--- src/rtl/subservient_sram_arb.sv ---
// Arbiter/width adapter: 8-bit CPU and 32-bit debug Wishbone onto a 1rw1r SRAM macro.
// CPU strobes always win; debug accesses slot into idle port cycles or time out.
module subservient_sram_arb #(
    parameter int memsize = 1024,
    parameter int aw      = $clog2(memsize),
    parameter int TIMEOUT = 255
) (
    input  logic          i_clk,
    input  logic          i_rst_n,
    input  logic [aw-1:0] i_cpu_waddr,
    input  logic [7:0]    i_cpu_wdata,
    input  logic          i_cpu_wen,
    input  logic [aw-1:0] i_cpu_raddr,
    input  logic          i_cpu_ren,
    output logic [7:0]    o_cpu_rdata,
    input  logic [31:0]   i_wb_dbg_adr,
    input  logic [31:0]   i_wb_dbg_dat,
    input  logic [3:0]    i_wb_dbg_sel,
    input  logic          i_wb_dbg_we,
    input  logic          i_wb_dbg_stb,
    output logic [31:0]   o_wb_dbg_rdt,
    output logic          o_wb_dbg_ack,
    output logic          o_wb_dbg_err,
    output logic          o_sram_csb0,
    output logic          o_sram_web0,
    output logic [3:0]    o_sram_wmask0,
    output logic [aw-3:0] o_sram_addr0,
    output logic [31:0]   o_sram_din0,
    output logic          o_sram_csb1,
    output logic [aw-3:0] o_sram_addr1,
    input  logic [31:0]   i_sram_dout1
);

    typedef enum logic [2:0] {IDLE, WR, RD, RDW, RESP} state_t;

    localparam logic [7:0] TMO = 8'(TIMEOUT);

    state_t        state_q, state_d;
    logic [7:0]    cnt_q, cnt_d;
    logic          err_q, err_d;
    logic [aw-3:0] adr_q, adr_d;
    logic [31:0]   dat_q, dat_d;
    logic [3:0]    sel_q, sel_d;
    logic [1:0]    bsel_q, bsel_d;
    logic [31:0]   rdt_q, rdt_d;

    logic unused_adr_bits;
    assign unused_adr_bits = ^{i_wb_dbg_adr[31:aw], i_wb_dbg_adr[1:0]};

    always_ff @(posedge i_clk or negedge i_rst_n) begin
        if (!i_rst_n) begin
            state_q <= IDLE;
            cnt_q   <= '0;
            err_q   <= 1'b0;
            adr_q   <= '0;
            dat_q   <= '0;
            sel_q   <= '0;
            bsel_q  <= '0;
            rdt_q   <= '0;
        end else begin
            state_q <= state_d;
            cnt_q   <= cnt_d;
            err_q   <= err_d;
            adr_q   <= adr_d;
            dat_q   <= dat_d;
            sel_q   <= sel_d;
            bsel_q  <= bsel_d;
            rdt_q   <= rdt_d;
        end
    end

    always_comb begin
        state_d = state_q;
        cnt_d   = cnt_q;
        err_d   = err_q;
        adr_d   = adr_q;
        dat_d   = dat_q;
        sel_d   = sel_q;
        rdt_d   = rdt_q;
        bsel_d  = i_cpu_ren ? i_cpu_raddr[1:0] : bsel_q;
        case (state_q)
            IDLE: begin
                if (i_wb_dbg_stb) begin
                    adr_d   = i_wb_dbg_adr[aw-1:2];
                    dat_d   = i_wb_dbg_dat;
                    sel_d   = i_wb_dbg_sel;
                    cnt_d   = '0;
                    err_d   = 1'b0;
                    state_d = i_wb_dbg_we ? WR : RD;
                end
            end
            WR: begin
                if (!i_cpu_wen) begin
                    state_d = RESP;
                end else begin
                    cnt_d = cnt_q + 8'd1;
                    if (cnt_d == TMO) begin
                        err_d   = 1'b1;
                        state_d = RESP;
                    end
                end
            end
            RD: begin
                if (!i_cpu_ren) begin
                    state_d = RDW;
                end else begin
                    cnt_d = cnt_q + 8'd1;
                    if (cnt_d == TMO) begin
                        err_d   = 1'b1;
                        state_d = RESP;
                    end
                end
            end
            RDW: begin
                rdt_d   = i_sram_dout1;
                state_d = RESP;
            end
            RESP:    state_d = IDLE;
            default: state_d = IDLE;
        endcase
    end

    // Port 0: CPU write has priority; the debug write only issues when the CPU is idle.
    always_comb begin
        o_sram_csb0   = 1'b1;
        o_sram_wmask0 = '0;
        o_sram_addr0  = '0;
        o_sram_din0   = '0;
        if (i_cpu_wen) begin
            o_sram_csb0   = 1'b0;
            o_sram_addr0  = i_cpu_waddr[aw-1:2];
            o_sram_wmask0 = 4'b0001 << i_cpu_waddr[1:0];
            o_sram_din0   = {4{i_cpu_wdata}};
        end else if (state_q == WR) begin
            o_sram_csb0   = 1'b0;
            o_sram_addr0  = adr_q;
            o_sram_wmask0 = sel_q;
            o_sram_din0   = dat_q;
        end
        if (!i_rst_n) o_sram_csb0 = 1'b1;
    end

    always_comb begin
        o_sram_csb1  = 1'b1;
        o_sram_addr1 = '0;
        if (i_cpu_ren) begin
            o_sram_csb1  = 1'b0;
            o_sram_addr1 = i_cpu_raddr[aw-1:2];
        end else if (state_q == RD) begin
            o_sram_csb1  = 1'b0;
            o_sram_addr1 = adr_q;
        end
        if (!i_rst_n) o_sram_csb1 = 1'b1;
    end

    assign o_sram_web0  = 1'b0;
    assign o_cpu_rdata  = i_sram_dout1[{bsel_q, 3'b000} +: 8];
    assign o_wb_dbg_rdt = rdt_q;
    assign o_wb_dbg_ack = (state_q == RESP) && !err_q;
    assign o_wb_dbg_err = (state_q == RESP) && err_q;

endmodule

--- config.mk ---
export PLATFORM = sky130hd
export DESIGN_NAME = subservient_sram_arb
export DESIGN_NICKNAME = d
export VERILOG_FILES = /design/src/rtl/subservient_sram_arb.sv
export SDC_FILE = /design/constraint.sdc
export NUM_CORES = 1
export LEC_CHECK = 0
export BUFFER_PORTS_ARGS = -buffer_cell sky130_fd_sc_hd__buf_4
export CAP_MARGIN = 30
export CORE_MARGIN = 3
export CORE_UTILIZATION = 51
export CTS_BUF_LIST = sky130_fd_sc_hd__clkbuf_2
export CTS_CLUSTER_SIZE = 20
export DETAILED_ROUTE_END_ITERATION = 6
export PLACE_DENSITY = 0.95
export SLEW_MARGIN = 40
export SYNTH_ARGS = -nofsm -noshare
export SYNTH_HDL_FRONTEND = slang
export SYNTH_SLANG_ARGS = --single-unit
--- constraint.sdc ---
create_clock -name i_clk -period 2.53 [get_ports i_clk]
set_input_delay 0.506 -clock i_clk [delete_from_list [all_inputs] [get_ports i_clk]]
set_output_delay 0.506 -clock i_clk [all_outputs]
set_load 0.01 [all_outputs]
Word-level counts from Yosys, hierarchy flattened

Cells that the tools add are included.

Memory bits (read-only): 0
Register bits: 90
Memory bits (writable): 0
Bits in latches: 0
Output and inout port bits: 97
Memories kept: 0
Word-level logic and storage cells: 55

Bitwise operators: 0
Reductions and logical operators: 7
Div/mod/pow operators: 0
Multiply operators: 0
$add $sub $neg: 1
Shift operators: 2
Equality and inequality tests: 8
Muxes and demuxes: 29
$lt $le $gt $ge: 0

Operators by type and width:

| cell                                                | number |
|---|---|
| 2-to-1 mux 32 bit                                   | 2 |
| 2-to-1 mux 8 bit                                    | 7 |
| indexed part select 32 x 6 -> 8 bit                 | 1 |
| one-hot mux 8 bit (3 select lines)                  | 1 |
| 2-to-1 mux 3 bit                                    | 4 |
| one-hot mux 3 bit (4 select lines)                  | 1 |
| 2-to-1 mux 1 bit                                    | 10 |
| adder 8 x 1 -> 8 bit, second input constant         | 1 |
| equality test 8 bit, second input constant          | 1 |
| 2-to-1 mux 4 bit                                    | 2 |
| equality test 3 x 2 -> 1 bit, second input constant | 2 |
| != test 2 bit, second input constant                | 3 |
| AND reduction 4 bit                                 | 1 |
| << shifter 1 x 2 -> 4 bit, first input constant     | 1 |
| equality test 3 x 1 -> 1 bit, second input constant | 1 |
| equality test 3 bit, second input constant          | 1 |
| logical NOT 3 bit                                   | 1 |
| one-hot mux 1 bit (3 select lines)                  | 1 |
| nonzero test 3 bit                                  | 1 |
| logical AND 1 bit                                   | 2 |
| 2-to-1 mux 2 bit                                    | 1 |
| AND reduction 2 bit                                 | 1 |
| logical NOT 1 bit                                   | 1 |

Logic depth before layout (Yosys ltp)

Gate-level depths: netlist (run 1).

Depth after elaboration: 5
Gate-level depth with buffers: 7

Worst setup path after synthesis (run 1)

No wires, ideal clock.

Path kind: input to output
From: in i_cpu_ren
To: out o_sram_addr1[0]
Data required time: 2.024 ns
Slack: 0.607 ns
Arrival time: 1.417 ns
Cell stages on the path: 3
Cells stage by stage: buf_2 > nor4b_2 > a22o_1

Longest elaborated chain between the ends: 1

RTL lines:

| element          | RTL line | text |
|---|---|---|
| from (decl)      | 14       | `input logic i_cpu_ren,` |
| 2-to-1 mux 8 bit | 146      | `if (i_cpu_ren) begin` |
| to (decl)        | 30       | `output logic [aw-3:0] o_sram_addr1,` |

Every way passes these cells.

Worst setup path in the final report (run 1)

From: reg state_q[1]
To: out o_sram_addr0[6]

Longest elaborated chain between the ends: 3

RTL lines:

| element                      | RTL line | text |
|---|---|---|
| from (decl)                  | 38       | `state_t state_q, state_d;` |
| from (signal assigned)       | 61       | `state_q <= state_d;` |
| equality test 3 x 1 -> 1 bit | 134      | `end else if (state_q == WR) begin` |
| 2-to-1 mux 8 bit             | 134      |  |
| 2-to-1 mux 8 bit             | 129      | `if (i_cpu_wen) begin` |
| to (decl)                    | 27       | `output logic [aw-3:0] o_sram_addr0,` |

Every way passes these cells.

==> results of run 1 <==
registers in the layout, summed over array words and instances, names as in the netlist:
signal        flops
bsel_q            2
state_q           3
sel_q             4
dat_q            32
o_wb_dbg_rdt     32
adr_q             8
cnt_q             8
err_q             1
power groups by stage:
stage	registers [mW]	logic [mW]	clock network (mW)
final	2.52	2.70	0.631
after floorplan	2.54	1.51	0
after global placement	2.52	2.55	0
after CTS	2.51	2.71	0.643
after detailed placement	2.57	2.66	0
after global routing	2.60	2.97	0.699
worst paths after layout:
path	start	end	slack [ps]	cells past startpoint
hold / removal	i_wb_dbg_dat[21]	dat_q[21]	130	3
setup reg to reg	state_q[0]	dat_q[10]	580	7
min in group asynchronous	i_rst_n	sel_q[3]	600	3
setup / recovery	state_q[1]	o_sram_addr0[6]	110	6
max in group asynchronous	i_rst_n	state_q[0]	1430	3
hold reg to reg	dat_q[5]	dat_q[5]	510	2
through the flow:
| step | hold slack [ps] | util | power (mW) | worst slack, ps |
|---|---|---|---|---|
| 2_1_floorplan | 210.4 | - | 4.054 | 606.5 |
| 3_5_place_dp | 463.4 | 0.7103 | 5.229 | 475.5 |
| 3_3_place_gp | 456.7 | 0.7103 | 5.069 | 523.7 |
| 4_1_cts | 91.11 | 0.7239 | 5.865 | 11.16 |
| 5_1_grt | 97.76 | 0.7251 | 6.269 | 10.35 |
| 6_report | 125.5 | 0.7251 | 5.851 | 113.9 |
placed cells by master (no fill, tap or decap), drive strengths merged, types with 5 or more instances in the layout:
cell type and instances:
a22o 13, buf 219, clkbuf 10, dfrtp 90, inv 6, mux2 35, mux2i 6, mux4 8
nand2 231, nand3b 5, nor2 10, o21ai 15
final cells by class:
class,instances,area (µm²),area share
Multi-Input combinational cell,370,2212,0.3465
Timing Repair Buffer,220,1670,0.2616
Clock inverter,6,42.54,0.006663
Inverter,5,18.77,0.002939
Clock buffer,10,50.05,0.007839
Tap cell,108,135.1,0.02116
Sequential cell,90,2256,0.3533
kinds of logic (layout without fill, tap and decap cells):
logic type,count (synthesis),after routing,synth area share
AO/OA/AOI/OAI,47,47,0.07722
XOR/XNOR,1,1,0.001884
adder cells (fa/ha/maj),2,2,0.005380
buffers and inverters,35,241,0.04251
flip-flops,90,90,0.4843
multiplexers,49,49,0.1364
other,1,1,0.0008063
AND/OR/NAND/NOR,270,270,0.2515
worst reg2reg max path, stage by stage, from the launching register on:
cell	delay [ps]
dfrtp_2	470
buf_4	140
buf_4	160
nor4b_4	440
buf_4	300
buf_4	240
nand2_1	90
nand2_1	60
layer usage:
layer / vias up / track usage / routed length [µm]
met5: - / 0 / 0
met4: 0 / 0.08384 / 266
met3: 24 / 0.06336 / 1176
met2: 209 / 0.4457 / 6725
met1: 2087 / 0.3030 / 5119
li1: 2033 / - / -
what timing repair did:
item | 4_1_cts | 5_1_grt
cloned | 0 | 0
resized for setup | 2 | 5
setup endpoints to repair | 52 | 45
buffers inserted | 2 | 0
endpoints found under the hold margin | 15 | 0
hold buffers | 1 | 0
==> impl_metrics.tcl, run 1 <==
set metrics [dict create \
    p_clk_frac 0.108 \
    ir_drop_mv 0.4301 \
    post_synth_num_cell_types 50 \
    ios 231 \
    routed_wl_um 13290 \
    grt_max_degree 51 \
    cts_tree "built" \
    yosysTopAreaCell "dfrtp_1" \
    clk_pin_slew_worst_paths_ps 260 \
    timing.final.crit_share 0.9550 \
    die_w_um 101.5 \
    synthArstFlopShare 1.000 \
    status "finished, final reports clean" \
    die_h_um 101.5 \
    power.density_nw_per_um2 916.4 \
    htree_levels 3 \
    gr-total-overflow 0 \
    post_synth.cell_area_avg_um2 9.395 \
    synthCells 495 \
    start_util 0.5281 \
    dpl_cell_area_um2 6255 \
    vias 4353 \
    antenna_found_initial 0 \
    cp.required_ps 2020 \
    setup_violations 0 \
    fp.dieArea_um2 10300 \
    synth.top_cell.area_share 0.4843 \
    dp.cells 790 \
    fill_cells 633 \
    hp-class "input port to flip-flop" \
    internal_power_mw 3.574 \
    hold_viol 0 \
    final_cell_area_um2 6385 \
    ys_warn_count 0 \
    period_needed_ps 2416 \
    post-synth-top-count-cell "nand2_1" \
    relSlewSlack 0.5913 \
    ant_nets 0 \
    synth.area.top_cells "dfrtp_1 48%, nand2_1 19%, mux2_2 7.7%, mux4_2 3.9%, a22o_1 2.4%" \
    p_leak_nw 3.344 \
    slowest_delay_ps 440 \
    path_cells "nand2b_2 > nor2_2 > buf_6 > nand2_1 > o21ai_0 > buf_4" \
    cp_num_buf_inv 2 \
    sequentialPowerShare 0.431 \
    combPwrFrac 0.461 \
    cts_sinks 90 \
    synth-seq-cells 90 \
    yosys_most_used_dff "dfrtp_1" \
    insertedDiodeCount 0 \
    clock-skew-final_ps 24.71 \
    grt_pass1_vias 4412 \
    cts.path.max_buffers 2 \
    grt_pass1_wl_um 20710 \
    drt_first_pass_iters 4 \
    slowest_stage "dfrtp_1" \
    place_hpwl_um 10350 \
    cap_viol_max_count 0 \
    switching_share 0.3891 \
    placementRows 34 \
    max_freq_mhz 413.9 \
    p_sw_mw 2.276 \
    start_kind "flip-flop" \
    cts_buffers 9 \
    synth-edff-count 0 \
    place.gp.congestion 0.8777 \
    detail_route.wl_per_cell_um 16.43 \
    arrival_ps 1910 \
    clock_latency_ps 540 \
    rsz0062_at_grt "false" \
    drc_errors 0 \
    vias_per_cell 5.381 \
    finalSetupTns_ps 0 \
    synth_seq_area_share 0.4843 \
    layout.cells.non_filler 809 \
    io_buffers 205 \
    syn-num-nets 631 \
    worstSetupPathType "flip-flop to primary output" \
    area_growth_pct 37.29 \
    layout-drive-gt1-share 0.4180 \
    crit_path_end_kind "primary output" \
    syn_area_um2 4651 \
    worstMarginPinSlew_ps 613.1 \
    cp_top_family "flip-flops" \
    netlist_top_cells_count "231 x nand2_1, 90 x dfrtp_1, 32 x mux2_2" \
    drv_slew 0 \
    crit_fanout 13 \
    nNetsFinal 832 \
    coreArea_um2 8806 \
    drt_iter0_markers 162 \
    root_buffer "clkbuf_2" \
    grt_use_total 0.2532 \
]
Power figures use the tool's default switching activity.
==> run 2: changes to the inputs <==
Settings changed: ABC_AREA from default to 1, CORE_UTILIZATION 51 to 47, PLACE_DENSITY 0.95 to 0.94.
Clock period 2.53 ns to 2.65 ns, I/O delays scaled along.
==> run 2 against run 1 <==
Against the previous run:
- count of clock-buffer cells in the layout fell by 1
- worst hold slack improved by 46 ps
- synthesized cell count is 16% higher
- largest cell class unchanged
- worst setup slack got worse by 3.9 ps
- total power shrank 1.6%
- sequential power is 9.5% lower
- die area rose by 2.0%
- global-route usage increased by 0.88 points
- core utilization is 2.1 points lower
- critical path depth shrank 1
- critical endpoint is now o_sram_din0[28]
- clock power rose by 26%
==> impl_metrics.tcl, run 2 <==
set metrics [dict create \
    drt_iter0_markers 310 \
    clk_pin_slew_worst_paths_ps 260 \
    grt_pass1_wl_um 21740 \
    drv_slew 0 \
    p_sw_mw 2.326 \
    internal_power_mw 3.431 \
    post_synth.cell_area_avg_um2 7.623 \
    crit_end "o_sram_din0[28]" \
    path_cells "nor3_4 > nand2_1 > buf_4 > o21ai_0 > buf_4" \
    die_w_um 102.5 \
    vias 4719 \
    grt_use_total 0.2620 \
    yosysTopAreaCell "dfrtp_1" \
    p_total_mw 5.757 \
    synthCells 574 \
    final_util 0.7045 \
    yosys_most_used_dff "dfrtp_1" \
    status "finished, final reports clean" \
    arrival_ps 2010 \
    hp-class "input port to flip-flop" \
    slowest_stage "dfrtp_2" \
    routed_wl_um 13910 \
    cp_num_buf_inv 2 \
    drt_first_pass_iters 5 \
    cp.required_ps 2120 \
    io_buffers 205 \
    root_buffer "clkbuf_2" \
    die_h_um 102.5 \
    syn-num-nets 710 \
    max_freq_mhz 393.7 \
    dp_slack_ps 535.2 \
    cts_tree "built" \
    combPwrFrac 0.466 \
    post_synth_num_cell_types 24 \
    crit_fanout 33 \
    ant_nets 0 \
    synth-edff-count 0 \
    p_clk_frac 0.138 \
    cts.path.max_buffers 2 \
    placementRows 34 \
    relSlewSlack 0.4961 \
    slowest_delay_ps 490 \
    crit_cells 5 \
    switching_share 0.4041 \
    hold_viol 0 \
    layout.cells.non_filler 898 \
    worstMarginPinSlew_ps 754.1 \
    netlist_top_cells_count "197 x nand2_1, 117 x o21ai_0, 90 x dfrtp_1" \
    timing.final.crit_share 0.9585 \
    synth.area.top_cells "dfrtp_1 51%, nand2_1 17%, o21ai_0 13%, inv_1 5.9%, o22ai_1 2.4%" \
    syn_area_um2 4375 \
    whs_ps 171.8 \
    rr_startpoint "state_q[1]" \
    clock_latency_ps 540 \
    rrSetupSlack_ps 670 \
    setup_violations 0 \
    final_cell_area_um2 6264 \
    cts_sinks 90 \
    ys_warn_count 0 \
    power.density_nw_per_um2 919.2 \
    htree_levels 3 \
    grt_max_degree 86 \
    place_hpwl_um 10620 \
    detail_route.wl_per_cell_um 15.49 \
    dpl_cell_area_um2 6022 \
    layout_commonest_cell "buf_4" \
    worstSetupPathType "flip-flop to primary output" \
    reg2regPathDepth 7 \
    coreArea_um2 8891 \
    synth-seq-cells 90 \
    grt_pass1_vias 4683 \
    layout-drive-gt1-share 0.3253 \
    sequentialPowerShare 0.396 \
    antenna_found_initial 0 \
    fill_cells 666 \
    p_leak_nw 3.317 \
    layout_common_cells "224 x buf_4, 197 x nand2_1, 105 x o21ai_0" \
    hold_depth 3 \
    start_util 0.4921 \
    cp_top_family "flip-flops" \
    drc_errors 0 \
    clock-skew-final_ps 28.27 \
    synth.top_cell.area_share 0.5147 \
    dp.cells 873 \
    cap_viol_max_count 0 \
    synthArstFlopShare 1.000 \
    cp-startpoint "state_q[2]" \
    setup_ws_ps 110.0 \
    fp.dieArea_um2 10500 \
    synth_seq_area_share 0.5147 \
    ios 231 \
    crit_top_cell "buf_4" \
    nNetsFinal 922 \
    start_kind "flip-flop" \
    area_growth_pct 43.15 \
    post-synth-top-count-cell "nand2_1" \
    r2r_end "sel_q[0]" \
    finalSetupTns_ps 0 \
    crit_path_end_kind "primary output" \
    place.gp.congestion 0.8904 \
    ir_drop_mv 0.4140 \
    insertedDiodeCount 0 \
    gr-total-overflow 0 \
    vias_per_cell 5.255 \
    cts_buffers 9 \
    period_needed_ps 2540 \
]
run 2: cell count changes in the layout (fill, tap and decap cells not counted), moves of 8 or more:
cell     change
o21ai_0     +93
inv_1       +62
nand2_1     -34
mux2_2      -32
nor2_1      +19
a22o_1      -13
o22ai_1     +13
o21ai_1     +11
mux4_2       -8
run 2: worst min-delay path by stage:
stage	from	end
global route	i_sram_dout1[20]	o_wb_dbg_rdt[20]
CTS	i_sram_dout1[11]	o_wb_dbg_rdt[11]
floorplan	i_rst_n	adr_q[0]
finish	i_sram_dout1[11]	o_wb_dbg_rdt[11]
global placement	i_rst_n	state_q[1]
detailed placement	i_rst_n	state_q[2]
run 2: cell type report:
type	instances	area, µm²	area share
clock inverters	6	90.09	0.01438
repair buffers	227	1725	0.2755
multi-input cells	385	1734	0.2769
clock buffers	9	45.04	0.007191
flip-flops and latches	90	2256	0.3602
well taps	108	135.1	0.02157
inverters	73	277.8	0.04435
run 2: kinds of logic after synthesis:
family	count (synthesis)	synth area share
fa+ha+maj	2	0.005718
buf+inv	99	0.09036
simple gates	240	0.2185
compound gates	142	0.1699
other cells	1	0.0008571
flops	90	0.5147
run 2: repair_timing:
action / CTS / global route
resized for setup: 2 / 15
pin swaps: 0 / 1
hold endpoints to repair: 5 / 0
endpoints found under the setup margin: 10 / 43
hold buffers: 1 / 0
setup buffers: 0 / 9
run 2: power groups by stage:
| stage | clock, mW | combinational, mW | sequential (mW) |
|---|---|---|---|
| floorplan | 0 | 1.32 | 2.36 |
| global placement | 0 | 2.46 | 2.28 |
| detailed placement | 0 | 2.58 | 2.32 |
| CTS | 0.804 | 2.60 | 2.29 |
| global route | 0.862 | 3.01 | 2.34 |
| finish | 0.794 | 2.68 | 2.28 |
run 2: metal layers:
layer	wire length, µm	part of all wire	vias up	track usage
met4	447	0.032	0	0.1140
met5	0	0	-	0
met3	1137	0.082	42	0.04915
met2	6991	0.50	258	0.4454
met1	5332	0.38	2184	0.3253
li1	-	-	2235	-
run 2: worst min-delay path, delay by kind of cell:
family / cells / cell delay, ps
buffers and inverters: 1 / 90
and+or+nand+nor: 2 / 90
==> run 3: changes to the inputs <==
Settings changed: CORE_UTILIZATION 47 to 30, PLACE_DENSITY 0.94 to 0.68, REMOVE_ABC_BUFFERS from default to 1.
==> run 3 against run 2 <==
Against the previous run:
- register-to-register slack improved by 180 ps
- clock skew fell by 13 ps
- total power fell by 2.3%
- non-clock buffer count fell by 4
- design area rose by 1.1%
- sequential share of layout area fell by 0.43 points
- routed wire length fell by 2.8%
- sequential power barely moved
- cell count rose by 7.9%
- combinational power fell by 3%
- via count fell by 6.7%
- flip-flop and latch count did not move
==> impl_metrics.tcl, run 3 (synthesized netlist as in run 2, its figures left out) <==
set metrics [dict create \
    cts_sinks 90 \
    die_w_um 126.8 \
    drt_first_pass_iters 4 \
    worstHoldStart "i_sram_dout1[3]" \
    worstMarginPinSlew_ps 715.5 \
    r2r_end "dat_q[10]" \
    layout_commonest_cell "buf_4" \
    reg2regPathDepth 7 \
    nNetsFinal 918 \
    clock_latency_ps 550 \
    root_buffer "clkbuf_2" \
    cts_tree "built" \
    placementRows 43 \
    die_h_um 126.8 \
    cts.path.max_buffers 2 \
    clock-skew-final_ps 14.94 \
    antenna_found_initial 1 \
    arrival_ps 1950 \
    clk_pin_slew_worst_paths_ps 250 \
    place.gp.congestion 0.8075 \
    htree_levels 3 \
    cts_buffers 9 \
    detail_route.wl_per_cell_um 13.95 \
    cp-startpoint "state_q[1]" \
    gr-total-overflow 0 \
    cp.required_ps 2120 \
    crit_fanout 16 \
    timing.final.crit_share 0.9363 \
    crit_path_end_kind "primary output" \
    start_util 0.3104 \
    max_freq_mhz 403.0 \
    relSlewSlack 0.5230 \
    status "finished, final reports clean" \
    drt_iter0_markers 219 \
    finalSetupTns_ps 0 \
    start_kind "flip-flop" \
    worstSetupPathType "flip-flop to primary output" \
    rrSetupSlack_ps 850 \
    drv_slew 0 \
    vias 4403 \
    grt_use_total 0.1694 \
    cap_viol_max_count 0 \
    final_cell_area_um2 6335 \
    grt_pass1_vias 4272 \
    rsz0062_at_grt "true" \
    ios 231 \
    period_needed_ps 2481 \
    rr_startpoint "state_q[1]" \
    setup_violations 0 \
    hold_path_end "o_wb_dbg_rdt[3]" \
    grt_max_degree 77 \
    grt_pass1_wl_um 21590 \
    dpl_cell_area_um2 6102 \
    hp-class "input port to flip-flop" \
    power.density_nw_per_um2 888.2 \
    io_buffers 205 \
    p_leak_nw 3.301 \
    layout_common_cells "218 x buf_4, 196 x nand2_1, 102 x o21ai_0" \
    p_total_mw 5.627 \
    final_util 0.4494 \
    layout-drive-gt1-share 0.3202 \
    routed_wl_um 13520 \
    vias_per_cell 4.544 \
    ir_drop_mv 0.3422 \
    ant_nets 0 \
    hold_depth 3 \
    coreArea_um2 14100 \
    hold_viol 0 \
    drc_errors 0 \
    place_hpwl_um 9922 \
    area_growth_pct 44.78 \
    fp.dieArea_um2 16070 \
]
[run 3: cell types whose count changed in the layout (fill, tap and decap cells not counted), sizes merged]
cell / delta
inv: -2
diode: +2
clkinv: +2
buf: -3
[run 3: through the flow]
step	hold WS, ps	std cells	worst slack, ps
floorplan	234.4	548	499.7
global placement	428.6	942	468.0
detailed placement	433.9	942	475.4
CTS	63.53	964	4.539
global route	71.05	969	-22.06
finish	153.6	969	168.8
[run 3: report_power, final]
group	switching [mW]	internal, mW
Clock	0.466	0.310
Combinational	1.48	1.11
Sequential	0.277	1.98
Total	2.22	3.40
[run 3: worst max-delay path by stage]
stage | endpoint | slack (ps) | cells past startpoint
final | o_sram_din0[22] | 170 | 5
after global routing | o_sram_din0[29] | -20 | 5
after CTS | o_sram_addr0[5] | 5 | 5
after detailed placement | o_sram_addr1[6] | 480 | 4
after global placement | o_sram_addr1[6] | 470 | 4
after floorplan | o_sram_addr0[1] | 500 | 3
[run 3: layer usage]
metal / vias up / share of wire / track usage
met1: 1978 / 0.44 / 0.2155
li1: 2228 / - / -
met2: 187 / 0.45 / 0.2712
met3: 10 / 0.10 / 0.05684
met4: 0 / 0.013 / 0.05678
met5: - / 0 / 0
[run 3: timing repair]
| action | in CTS | in global routing |
|---|---|---|
| pin swaps | 1 | 0 |
| setup endpoints to repair | 34 | 47 |
| setup buffers | 5 | 3 |
| resized for setup | 4 | 19 |
| endpoints found under the hold margin | 17 | 0 |
| hold buffers | 1 | 0 |
[run 3: area by class of cell]
class	instances	area, µm²
inverter	73	277.8
sequential	90	2255
clock buffer	10	50.05
tap	180	225.2
fill	1487	7761
timing repair buffer	223	1704
antenna	2	5.005
multi-input combinational	385	1737
clock inverter	6	81.33
[run 3: worst max-delay path, cell delays in order (launching register included)]
cell and delay [ps]:
dfrtp_2 500, nor3_4 260, nand2_2 110, buf_6 170, o21ai_0 200, buf_4 160
